File: config.mk
export PLATFORM = sky130hd
export DESIGN_NAME = ud_ctrl_flat
export DESIGN_NICKNAME = d
export VERILOG_FILES = /design/src/rtl/ud_ctrl_if.sv /design/src/rtl/ud_ctrl.sv /design/src/flat_wrapper.sv
export SDC_FILE = /design/constraint.sdc
export NUM_CORES = 1
export LEC_CHECK = 0
export ABC_AREA = 1
export CAP_MARGIN = 30
export CELL_PAD_IN_SITES_DETAIL_PLACEMENT = 0
export CELL_PAD_IN_SITES_GLOBAL_PLACEMENT = 1
export CORE_UTILIZATION = 35
export DETAILED_ROUTE_END_ITERATION = 10
export PLACE_DENSITY_LB_ADDON = 0.05
export SETUP_SLACK_MARGIN = 0.15
export SYNTH_ARGS = -nofsm -noshare
export SYNTH_HDL_FRONTEND = slang
export SYNTH_SLANG_ARGS = --single-unit
File: constraint.sdc
create_clock -name clk -period 0.9 [get_ports clk]
set_input_delay 0.18 -clock clk [delete_from_list [all_inputs] [get_ports clk]]
set_output_delay 0.18 -clock clk [all_outputs]
set_load 0.01 [all_outputs]
File: src/rtl/ud_ctrl_if.sv
`default_nettype none
// ----------------------------------------------------------------------------
// ud_ctrl_if : button / auto-mode / counter bundle between ud_ctrl and its user
// Revision   : 1.0
// ----------------------------------------------------------------------------
interface ud_ctrl_if #(
  parameter int CNT_W = 4
);
  logic             btn_up;
  logic             btn_down;
  logic             auto_mode;
  logic [CNT_W-1:0] cnt;
  logic             ud;
  logic             dir_changed;

  modport master (
    output btn_up, btn_down, auto_mode, cnt,
    input  ud, dir_changed
  );

  modport slave (
    input  btn_up, btn_down, auto_mode, cnt,
    output ud, dir_changed
  );
endinterface
`default_nettype wire

File: src/rtl/ud_ctrl.sv
`default_nettype none
// ----------------------------------------------------------------------------
// ud_ctrl  : debounced up/down buttons plus optional ping-pong auto-reverse
// Revision : 1.0
// ----------------------------------------------------------------------------
module ud_ctrl #(
  parameter int DB_CYCLES = 16,
  parameter int CNT_W     = 4
) (
  input  wire logic  clk,
  input  wire logic  reset_n,
  ud_ctrl_if.slave   bus
);

  localparam int               DBW         = $clog2(DB_CYCLES);
  localparam logic [DBW-1:0]   DB_LAST     = DBW'(DB_CYCLES - 1);
  localparam logic [CNT_W-1:0] CNT_TOP_M1  = {{(CNT_W-1){1'b1}}, 1'b0};
  localparam logic [CNT_W-1:0] CNT_ONE     = CNT_W'(1);

  localparam logic [0:0] ST_UP   = 1'b0;
  localparam logic [0:0] ST_DOWN = 1'b1;

  logic [1:0] w_raw;
  logic [1:0] w_press;

  assign w_raw = {bus.btn_down, bus.btn_up};

  // Index 0 = up button, index 1 = down button.
  generate
    for (genvar b = 0; b < 2; b++) begin : g_btn
      logic           s1_q;
      logic           s2_q;
      logic           db_q;
      logic           db_dly_q;
      logic [DBW-1:0] stab_q;

      always_ff @(posedge clk or negedge reset_n) begin
        if (!reset_n) begin
          s1_q     <= 1'b0;
          s2_q     <= 1'b0;
          db_q     <= 1'b0;
          db_dly_q <= 1'b0;
          stab_q   <= '0;
        end else begin
          s1_q     <= w_raw[b];
          s2_q     <= s1_q;
          db_dly_q <= db_q;
          if (s2_q == db_q) begin
            stab_q <= '0;
          end else if (stab_q == DB_LAST) begin
            db_q   <= s2_q;
            stab_q <= '0;
          end else begin
            stab_q <= stab_q + DBW'(1);
          end
        end
      end

      assign w_press[b] = db_q & ~db_dly_q;
    end
  endgenerate

  logic [0:0] state_q;
  logic [0:0] state_d;
  logic       dir_changed_q;

  // Reversal is requested one count early since the counter consumes ud on
  // the same edge, giving peaks at all-ones and troughs at zero.
  always_comb begin
    state_d = state_q;
    if (w_press[0] && w_press[1]) begin
      state_d = state_q;
    end else if (w_press[0]) begin
      state_d = ST_UP;
    end else if (w_press[1]) begin
      state_d = ST_DOWN;
    end else if (bus.auto_mode && (state_q == ST_UP) && (bus.cnt == CNT_TOP_M1)) begin
      state_d = ST_DOWN;
    end else if (bus.auto_mode && (state_q == ST_DOWN) && (bus.cnt == CNT_ONE)) begin
      state_d = ST_UP;
    end
  end

  always_ff @(posedge clk or negedge reset_n) begin
    if (!reset_n) begin
      state_q       <= ST_UP;
      dir_changed_q <= 1'b0;
    end else begin
      state_q       <= state_d;
      dir_changed_q <= (state_d != state_q);
    end
  end

  assign bus.ud          = state_q[0];
  assign bus.dir_changed = dir_changed_q;

endmodule
`default_nettype wire
File: src/flat_wrapper.sv
// flat-port wrapper written by rule: the top's interface ports become plain ports
module ud_ctrl_flat 
#(
  parameter int DB_CYCLES = 16,
  parameter int CNT_W     = 4
)
  (clk, reset_n, bus_btn_up, bus_btn_down, bus_auto_mode, bus_cnt, bus_ud, bus_dir_changed);
  ud_ctrl_if #(.CNT_W(CNT_W)) bus_i ();
  input  wire logic clk;
  input  wire logic reset_n;
  input wire logic [$bits(bus_i.btn_up)-1:0] bus_btn_up;
  input wire logic [$bits(bus_i.btn_down)-1:0] bus_btn_down;
  input wire logic [$bits(bus_i.auto_mode)-1:0] bus_auto_mode;
  input wire logic [$bits(bus_i.cnt)-1:0] bus_cnt;
  output wire logic [$bits(bus_i.ud)-1:0] bus_ud;
  output wire logic [$bits(bus_i.dir_changed)-1:0] bus_dir_changed;
  assign bus_i.btn_up = bus_btn_up;
  assign bus_i.btn_down = bus_btn_down;
  assign bus_i.auto_mode = bus_auto_mode;
  assign bus_i.cnt = bus_cnt;
  assign bus_ud = bus_i.ud;
  assign bus_dir_changed = bus_i.dir_changed;
  ud_ctrl #(.DB_CYCLES(DB_CYCLES), .CNT_W(CNT_W)) u_core (.clk(clk), .reset_n(reset_n), .bus(bus_i));
endmodule
==> flow_summary.yaml, run 1 <==
place:
  io_buffer_count: 10
  gp_congestion: 0.8251
  place_ws_ns: -0.4295
  dp_hpwl_um: 951.9
  placed_cells: 129
  dpl_cell_area_um2: 1016
floorplanning:
  die_x_um: 49.23
  start_util_pct: 38.61
  io_pins: 11
  dieArea_um2: 2424
  coreArea_um2: 2022
  fp.dieH_um: 49.23
  rows: 16
drt:
  post_drt_wl_per_cell_um: 10.19
  routed_via_density: 4.363
  drtAntennaViolNets: 0
  drc: 0
  drtIter0Drc: 7
  first_pass_iters: 3
  vias: 589
  drt-total-wl_mm: 1.375
power:
  power.density_nw_per_um2: 1371
  ir_worst_vdd_v: 0.001254
  internal_power_mw: 1.216
  p_seq_share_pct: 55.8
  power_switching_mw: 0.3675
  swShare_pct: 23.21
  clkPwrFrac_pct: 30.0
  power_frac_comb_pct: 14.2
  p_leak_nw: 0.5692
  p_total_mw: 1.583
logic_synthesis:
  synthCells: 86
  synth_seq_cells: 18
  syn_nets: 97
  syn_area_um2: 780.7
  syn_area_per_cell_um2: 9.078
  synth_cell_types: 13
  synth_warnings: 0
  synth_seq_area_share_pct: 57.69
sta:
  hold_viol_final: 0
  setup_ws_ns: -0.1201
  timing.final.crit_share_pct: 113.3
  period_minus_slack_ns: 1.020
  worst_slew_pin_slew_ns: 0.2086
  timing.fmax_mhz: 980.3
  rsz0062_at_grt: "yes"
  setup_viol: 12
  worst_slew_margin_rel_pct: 86.09
  final-max-slew-violation-count: 0
  clock-skew-final_ns: 0.001117
final_layout:
  final_cells: 135
  n_antenna_cell: 0
  final_cell_mix: "17 x dfrtp_1, 11 x inv_1, 11 x nand2_1"
  nets: 120
  final_common_cell: "dfrtp_1"
  final_util_pct: 57.12
  layout-drive-gt1-share_pct: 37.96
  design_area_um2: 1155
  syn2layout_area_growth_pct: 47.92
worst_setup_path:
  worstSetupPathType: "reg -> out"
  cp_data_arrival_time_ns: 0.84
  slowest_stage: "dfrtp_2"
  required_ns: 0.72
  critPathBufInv: 1
  slowest_delay_ns: 0.42
  endpoint_kind: "output pin"
  crit_family: "flip-flops"
  cp_max_fo: 2
  worstPathCellList: "buf_2"
  critical_path.startpoint_type: "register"
clock_network:
  cts_tree: "done"
  htreeDepth: 1
  postCtsHoldBufs: 0
  root_buffer: "clkbuf_4"
  cts_buffer_depth: 2
  clock_latency_ns: 0.28
  clock-sinks: 18
  cts_buffers: 3
  clk_pin_slew_ns: 0.09
global_route:
  grt_pass1_vias: 589
  antenna_found_initial: 0
  use_met3_pct: 4.984
  grt_usage_pct: 13.42
  met2_usage_pct: 21.23
  top_usage_layer: "met2"
  overflow: 0
  grt_pass1_wl_mm: 2.387
  met1_usage_pct: 16.80
  grt_max_degree: 19
run_status:
  status: "finished, violations left"
  violations: "negative setup slack"
run:
  drv_cap: 0
min_path:
  hp-class: "in -> async"
-- power by group through the flow --
stage	registers (mW)	clock network [mW]	logic [mW]
floorplan	0.895	0	0.0851
CTS	0.881	0.499	0.208
global route	0.888	0.544	0.256
finish	0.884	0.475	0.224
global placement	0.893	0	0.197
detailed placement	0.893	0	0.197
-- cell usage after synthesis --
cell,instances,area [um2]
nand2_1,13,48.80
inv_2,2,7.510
xor2_1,2,17.52
nor2_4,1,11.26
nand3b_1,1,7.510
xnor2_1,4,35.03
nand3_1,8,40.04
o21ai_1,2,10.01
dfrtp_1,18,450.4
ha_1,2,25.02
inv_1,14,52.55
a21oi_1,3,15.01
nor2_1,16,60.06
-- logic make-up (layout without fill, tap and decap cells) --
kind of cell | count (synthesis) | after routing | synth area share [%]
xor+xnor | 6 | 6 | 6.731
flops | 18 | 18 | 57.69
compound gates | 5 | 5 | 3.205
fa+ha+maj | 2 | 2 | 3.205
buf+inv | 16 | 38 | 7.693
simple gates | 39 | 39 | 21.48
-- sequential cells by signal, indices dropped and copies added (netlist names) --
name                    cells
u_core.g_btn.stab_q         8
u_core.g_btn.db_dly_q       2
u_core.g_btn.db_q           2
u_core.g_btn.s1_q           2
u_core.g_btn.s2_q           2
u_core.bus.dir_changed      1
u_core.bus.ud               1
-- layout make-up --
cell class              instances  area [um2]
clock buffers                   4       36.28
fillers                       184       867.1
inverters                      16       60.06
multi-input cells              52       400.4
flip-flops and latches         18       451.7
well taps                      27       33.78
repair buffers                 18       172.7
-- routing by layer --
| metal | wire (um) | vias up |
|---|---|---|
| li1 | - | 303 |
| met3 | 44 | 2 |
| met4 | 14 | 0 |
| met1 | 649 | 276 |
| met2 | 666 | 8 |
| met5 | 0 | - |
-- metrics by stage --
| stage | hold slack, ns | TNS (ns) |
|---|---|---|
| floorplan | -0.1156 | -0.003140 |
| global placement | 0.3345 | -1.083 |
| detailed placement | 0.3347 | -1.164 |
| CTS | 0.2213 | -0.5549 |
| global route | 0.2184 | -1.395 |
| finish | 0.2244 | -0.6657 |
-- path summary, 6_finish.rpt --
kind                                           start                endpoint  slack, ns  depth (start not counted)
worst min register to register  u_core.g_btn[1].s1_q    u_core.g_btn[1].s2_q       0.35                          0
worst min-delay path                         reset_n           u_core.bus.ud       0.22                          2
worst max register to register         u_core.bus.ud  u_core.bus.dir_changed      -0.09                          8
min in group clk                          bus_btn_up    u_core.g_btn[0].s1_q       0.33                          1
max in group asynchronous                    reset_n           u_core.bus.ud       0.54                          2
worst max-delay path                   u_core.bus.ud                  bus_ud      -0.12                          1
-- timing repair --
action	CTS	global route
pin swaps	6	8
setup buffers	0	2
gates resized for setup	16	19
endpoints found under the setup margin	14	14
(Power assumes the default switching activity.)
==> run 2, diff against run 1 <==
--- a/config.mk
+++ b/config.mk
@@ -10,7 +10,9 @@
 export CELL_PAD_IN_SITES_DETAIL_PLACEMENT = 0
 export CELL_PAD_IN_SITES_GLOBAL_PLACEMENT = 1
 export CORE_UTILIZATION = 35
+export CTS_CLUSTER_DIAMETER = 60
 export DETAILED_ROUTE_END_ITERATION = 10
+export MAX_ROUTING_LAYER = met4
 export PLACE_DENSITY_LB_ADDON = 0.05
 export SETUP_SLACK_MARGIN = 0.15
 export SYNTH_ARGS = -nofsm -noshare
==> flow_summary.yaml, run 2 (synthesis gave the netlist of run 1 again) <==
min_path:
  hp-class: "in -> async"
floorplanning:
  io_pins: 11
  fp.dieH_um: 49.23
  start_util_pct: 38.61
  rows: 16
  coreArea_um2: 2022
  dieArea_um2: 2424
  die_x_um: 49.23
final_layout:
  final_cells: 135
  num-fill-cells: 184
  syn2layout_area_growth_pct: 47.92
  layout-drive-gt1-share_pct: 37.96
  top_register: "u_core.g_btn.stab_q"
  largest_register_ffs: 8
  n_antenna_cell: 0
  final_cell_mix: "17 x dfrtp_1, 11 x inv_1, 11 x nand2_1"
  nets: 120
  final_common_cell: "dfrtp_1"
worst_setup_path:
  critPathBufInv: 1
  required_ns: 0.72
  worstPathCellList: "buf_2"
  ff2ff_path_depth: 8
  crit_family: "flip-flops"
  endpoint_kind: "output pin"
  slowest_stage: "dfrtp_2"
  critical_path.startpoint_type: "register"
  critical_path_depth: 1
  slowest_delay_ns: 0.42
  cp_max_fo: 2
  worstSetupPathType: "reg -> out"
  cp_data_arrival_time_ns: 0.84
power:
  internal_power_mw: 1.216
  power.density_nw_per_um2: 1371
  p_leak_nw: 0.5692
  swShare_pct: 23.22
  p_seq_share_pct: 55.8
  clkPwrFrac_pct: 30.0
  power_switching_mw: 0.3677
  power_frac_comb_pct: 14.2
  ir_worst_vdd_v: 0.001254
sta:
  period_minus_slack_ns: 1.020
  clock-skew-final_ns: 0.001123
  setup_ws_ns: -0.1202
  timing.fmax_mhz: 980.2
  final-max-slew-violation-count: 0
  setup_tns_ns: -0.6655
  rsz0062_at_grt: "yes"
  hold_viol_final: 0
  setup_viol: 12
  timing.final.crit_share_pct: 113.4
  worst_slew_margin_rel_pct: 86.09
  worst_slew_pin_slew_ns: 0.2086
drt:
  first_pass_iters: 3
  routed_via_density: 4.363
  drt-total-wl_mm: 1.375
  drc: 0
  post_drt_wl_per_cell_um: 10.19
  drtIter0Drc: 7
  drtAntennaViolNets: 0
  vias: 589
clock_network:
  clock_latency_ns: 0.28
  cts_buffer_depth: 2
  postCtsHoldBufs: 0
  cts_tree: "done"
  htreeDepth: 1
  cts_buffers: 3
  root_buffer: "clkbuf_4"
  clock-sinks: 18
  clk_pin_slew_ns: 0.09
global_route:
  grt_pass1_vias: 589
  overflow: 0
  grt_max_degree: 19
  grt_pass1_wl_mm: 2.394
  antenna_found_initial: 0
  grt_usage_pct: 13.81
run_status:
  status: "finished, violations left"
  violations: "negative setup slack"
place:
  placed_cells: 129
  io_buffer_count: 10
  gp_congestion: 0.8375
  dp_hpwl_um: 951.9
run:
  drv_cap: 0
run 2: cell counts in the layout (fill, tap and decap cells not counted):
No cell type changed its count.
run 2: power by group through the flow:
stage	sequential [mW]	combinational [mW]	clock [mW]
detailed placement	0.893	0.197	0
global route	0.888	0.256	0.544
floorplan	0.895	0.0851	0
global placement	0.893	0.197	0
finish	0.884	0.224	0.475
CTS	0.881	0.208	0.499
run 2: cell type report:
class                           instances  area (um2)  area share, %
Multi-Input combinational cell         52       400.4          34.67
Clock buffer                            4       36.28          3.142
Sequential cell                        18       451.7          39.11
Tap cell                               27       33.78          2.925
Timing Repair Buffer                   18       172.7          14.95
Inverter                               16       60.06          5.200
run 2: metrics by stage:
stage	power, mW	utilization, %	worst slack (ns)	hold slack (ns)	cell area, um2
2_1_floorplan	0.9805	-	-0.003140	-0.1156	824.5
3_3_place_gp	1.089	50.25	-0.4087	0.3345	1016
3_5_place_dp	1.090	50.25	-0.4295	0.3347	1016
4_1_cts	1.589	53.22	-0.1280	0.2213	1076
5_1_grt	1.688	57.12	-0.1875	0.2184	1155
6_report	1.583	57.12	-0.1202	0.2242	1155
run 2: final timing paths:
kind / to / slack [ns] / from
worst max-delay path: bus_ud / -0.12 / u_core.bus.ud
worst min-delay path: u_core.bus.ud / 0.22 / reset_n
worst max register to register: u_core.bus.dir_changed / -0.09 / u_core.bus.ud
worst min register to register: u_core.g_btn[1].s2_q / 0.35 / u_core.g_btn[1].s1_q
max in group asynchronous: u_core.bus.ud / 0.54 / reset_n
min in group clk: u_core.g_btn[0].s1_q / 0.33 / bus_btn_up
run 2: what timing repair did:
action / in CTS / in global routing
endpoints found under the hold margin: 0 / 0
pin swaps: 6 / 8
setup buffers: 0 / 2
resized for setup: 16 / 19
setup endpoints to repair: 14 / 14
run 2: per-layer routing:
metal	vias to the layer above	track usage [%]	share of wire (%)
met3	2	4.984	3.2
met5	-	-	0
met4	0	4.412	1.0
li1	303	-	-
met2	8	21.23	48
met1	276	16.80	47
==> run 3, diff against run 2 <==
--- a/config.mk
+++ b/config.mk
@@ -9,12 +9,14 @@
 export CAP_MARGIN = 30
 export CELL_PAD_IN_SITES_DETAIL_PLACEMENT = 0
 export CELL_PAD_IN_SITES_GLOBAL_PLACEMENT = 1
+export CORE_ASPECT_RATIO = 1.25
 export CORE_UTILIZATION = 35
 export CTS_CLUSTER_DIAMETER = 60
 export DETAILED_ROUTE_END_ITERATION = 10
 export MAX_ROUTING_LAYER = met4
 export PLACE_DENSITY_LB_ADDON = 0.05
 export SETUP_SLACK_MARGIN = 0.15
+export SLEW_MARGIN = 20
 export SYNTH_ARGS = -nofsm -noshare
 export SYNTH_HDL_FRONTEND = slang
 export SYNTH_SLANG_ARGS = --single-unit
==> flow_summary.yaml, run 3 (synthesis gave the netlist of run 1 again) <==
floorplanning:
  io_pins: 11
  fp.dieH_um: 54.81
  dieArea_um2: 2425
  start_util_pct: 38.10
  rows: 18
  die_x_um: 44.25
  coreArea_um2: 2049
final_layout:
  num-fill-cells: 192
  largest_register_ffs: 8
  regArea_um2: 454.2
  n_antenna_cell: 0
  final_cells: 142
  multi_input_area_um2: 370.4
  top_register: "u_core.g_btn.stab_q"
  layout-drive-gt1-share_pct: 36.61
  nets: 124
  final_common_cell: "dfrtp_1"
  design_area_um2: 1161
  final_cell_mix: "15 x dfrtp_1, 12 x nor2_1, 12 x inv_1"
  syn2layout_area_growth_pct: 48.72
  final_util_pct: 56.65
worst_setup_path:
  slowest_delay_ns: 0.42
  worstPathCellList: "buf_6 -> buf_6 -> nor2_1 -> nand3b_1 -> nand3_1 -> nand3_1 -> nand2_1"
  slowest_stage: "dfrtp_2"
  required_ns: 1.13
  critical_path.startpoint_type: "register"
  endpoint_kind: "register"
  cp_max_fo: 4
  cp_data_arrival_time_ns: 1.32
  worstSetupPathType: "reg -> reg"
clock_network:
  root_buffer: "clkbuf_4"
  cts_buffer_depth: 2
  htreeDepth: 1
  cts_buffers: 3
  clk_pin_slew_ns: 0.10
  clock-sinks: 18
  postCtsHoldBufs: 0
  cts_tree: "done"
  clock_latency_ns: 0.28
place:
  place_ws_ns: -0.4180
  dp_hpwl_mm: 1.007
  gp_congestion: 0.6973
  io_buffer_count: 10
  placed_cells: 135
  dpl_cell_area_um2: 1042
sta:
  worst_slew_pin_slew_ns: 0.2165
  final-max-slew-violation-count: 0
  timing.fmax_mhz: 920.3
  setup_viol: 11
  timing.final.crit_share_pct: 120.7
  clock-skew-final_ns: 0.006202
  hold_viol_final: 0
  setup_ws_ns: -0.1866
  period_minus_slack_ns: 1.087
  rsz0062_at_grt: "yes"
  worst_slew_margin_rel_pct: 85.54
global_route:
  antenna_found_initial: 0
  grt_pass1_vias: 571
  grt_pass1_wl_mm: 2.359
  grt_usage_pct: 14.19
  overflow: 0
  grt_max_degree: 19
drt:
  drtIter0Drc: 11
  routed_via_density: 4.211
  vias: 598
  drt-total-wl_mm: 1.376
  drtAntennaViolNets: 0
  post_drt_wl_per_cell_um: 9.690
  first_pass_iters: 7
  drc: 2
run_status:
  status: "finished, violations left"
  violations: "design-rule violations, negative setup slack"
run:
  drv_cap: 0
power:
  ir_worst_vdd_v: 0.001157
  p_leak_nw: 0.5694
  power.density_nw_per_um2: 1370
min_path:
  hp-class: "in -> async"
==> run 3: changes by cell type in the layout (fill, tap and decap cells not counted), sizes merged <==
cell,delta
buf,+4
clkdlybuf4s50,+3
dlygate4sd2,-1
dlymetal6s2s,-2
==> run 3: worst paths after layout <==
kind / from / end / slack (ns) / cells past startpoint
worst min register to register: u_core.g_btn[0].s1_q / u_core.g_btn[0].s2_q / 0.37 / 0
max in group asynchronous: reset_n / u_core.g_btn[1].db_q / 0.54 / 2
worst max-delay path: u_core.bus.ud / u_core.bus.dir_changed / -0.19 / 7
worst max register to register: u_core.bus.ud / u_core.bus.dir_changed / -0.19 / 7
worst min-delay path: reset_n / u_core.g_btn[0].s1_q / 0.22 / 2
min in group clk: bus_btn_up / u_core.g_btn[0].s1_q / 0.32 / 1
==> run 3: area by class of cell <==
| cell class | instances | area share, % |
|---|---|---|
| sequential | 18 | 39.12 |
| multi-input combinational | 52 | 31.90 |
| inverter | 16 | 5.172 |
| tap | 30 | 3.233 |
| clock buffer | 4 | 3.125 |
| timing repair buffer | 22 | 17.46 |
==> run 3: stage by stage <==
step | hold slack (ns) | total power [mW] | setup TNS, ns
floorplan | -0.1156 | 0.9805 | -0.003140
global placement | 0.3336 | 1.096 | -1.172
detailed placement | 0.3358 | 1.099 | -1.165
CTS | 0.2100 | 1.608 | -0.7056
global route | 0.2138 | 1.690 | -1.317
finish | 0.2219 | 1.590 | -0.6908
==> run 3: layer usage <==
layer / vias up / wire, um / share of wire [%] / track usage [%]
li1: 311 / - / - / -
met1: 273 / 574 / 42 / 16.28
met2: 12 / 723 / 53 / 23.04
met3: 2 / 66 / 4.8 / 3.300
met4: 0 / 11 / 0.80 / 7.576
met5: - / 0 / 0 / -
==> run 3: timing repair <==
item / CTS / global route
pin swaps: 9 / 7
endpoints found under the setup margin: 14 / 14
setup buffers: 1 / 2
gates resized for setup: 17 / 10
==> run 3: power by group <==
part / total (mW) / switching [mW] / leakage [nW] / internal (mW)
combinational: 0.233 / 0.102 / 0.317 / 0.132
sequential: 0.883 / 0.0362 / 0.231 / 0.847
clock: 0.474 / 0.228 / 0.0210 / 0.246
==> run 3: critical path, delay by kind of cell, from the launching register on <==
kind,cells,cell delay [ns]
flip-flops,1,0.42
AND/OR/NAND/NOR,5,0.39
buffers and inverters,2,0.24
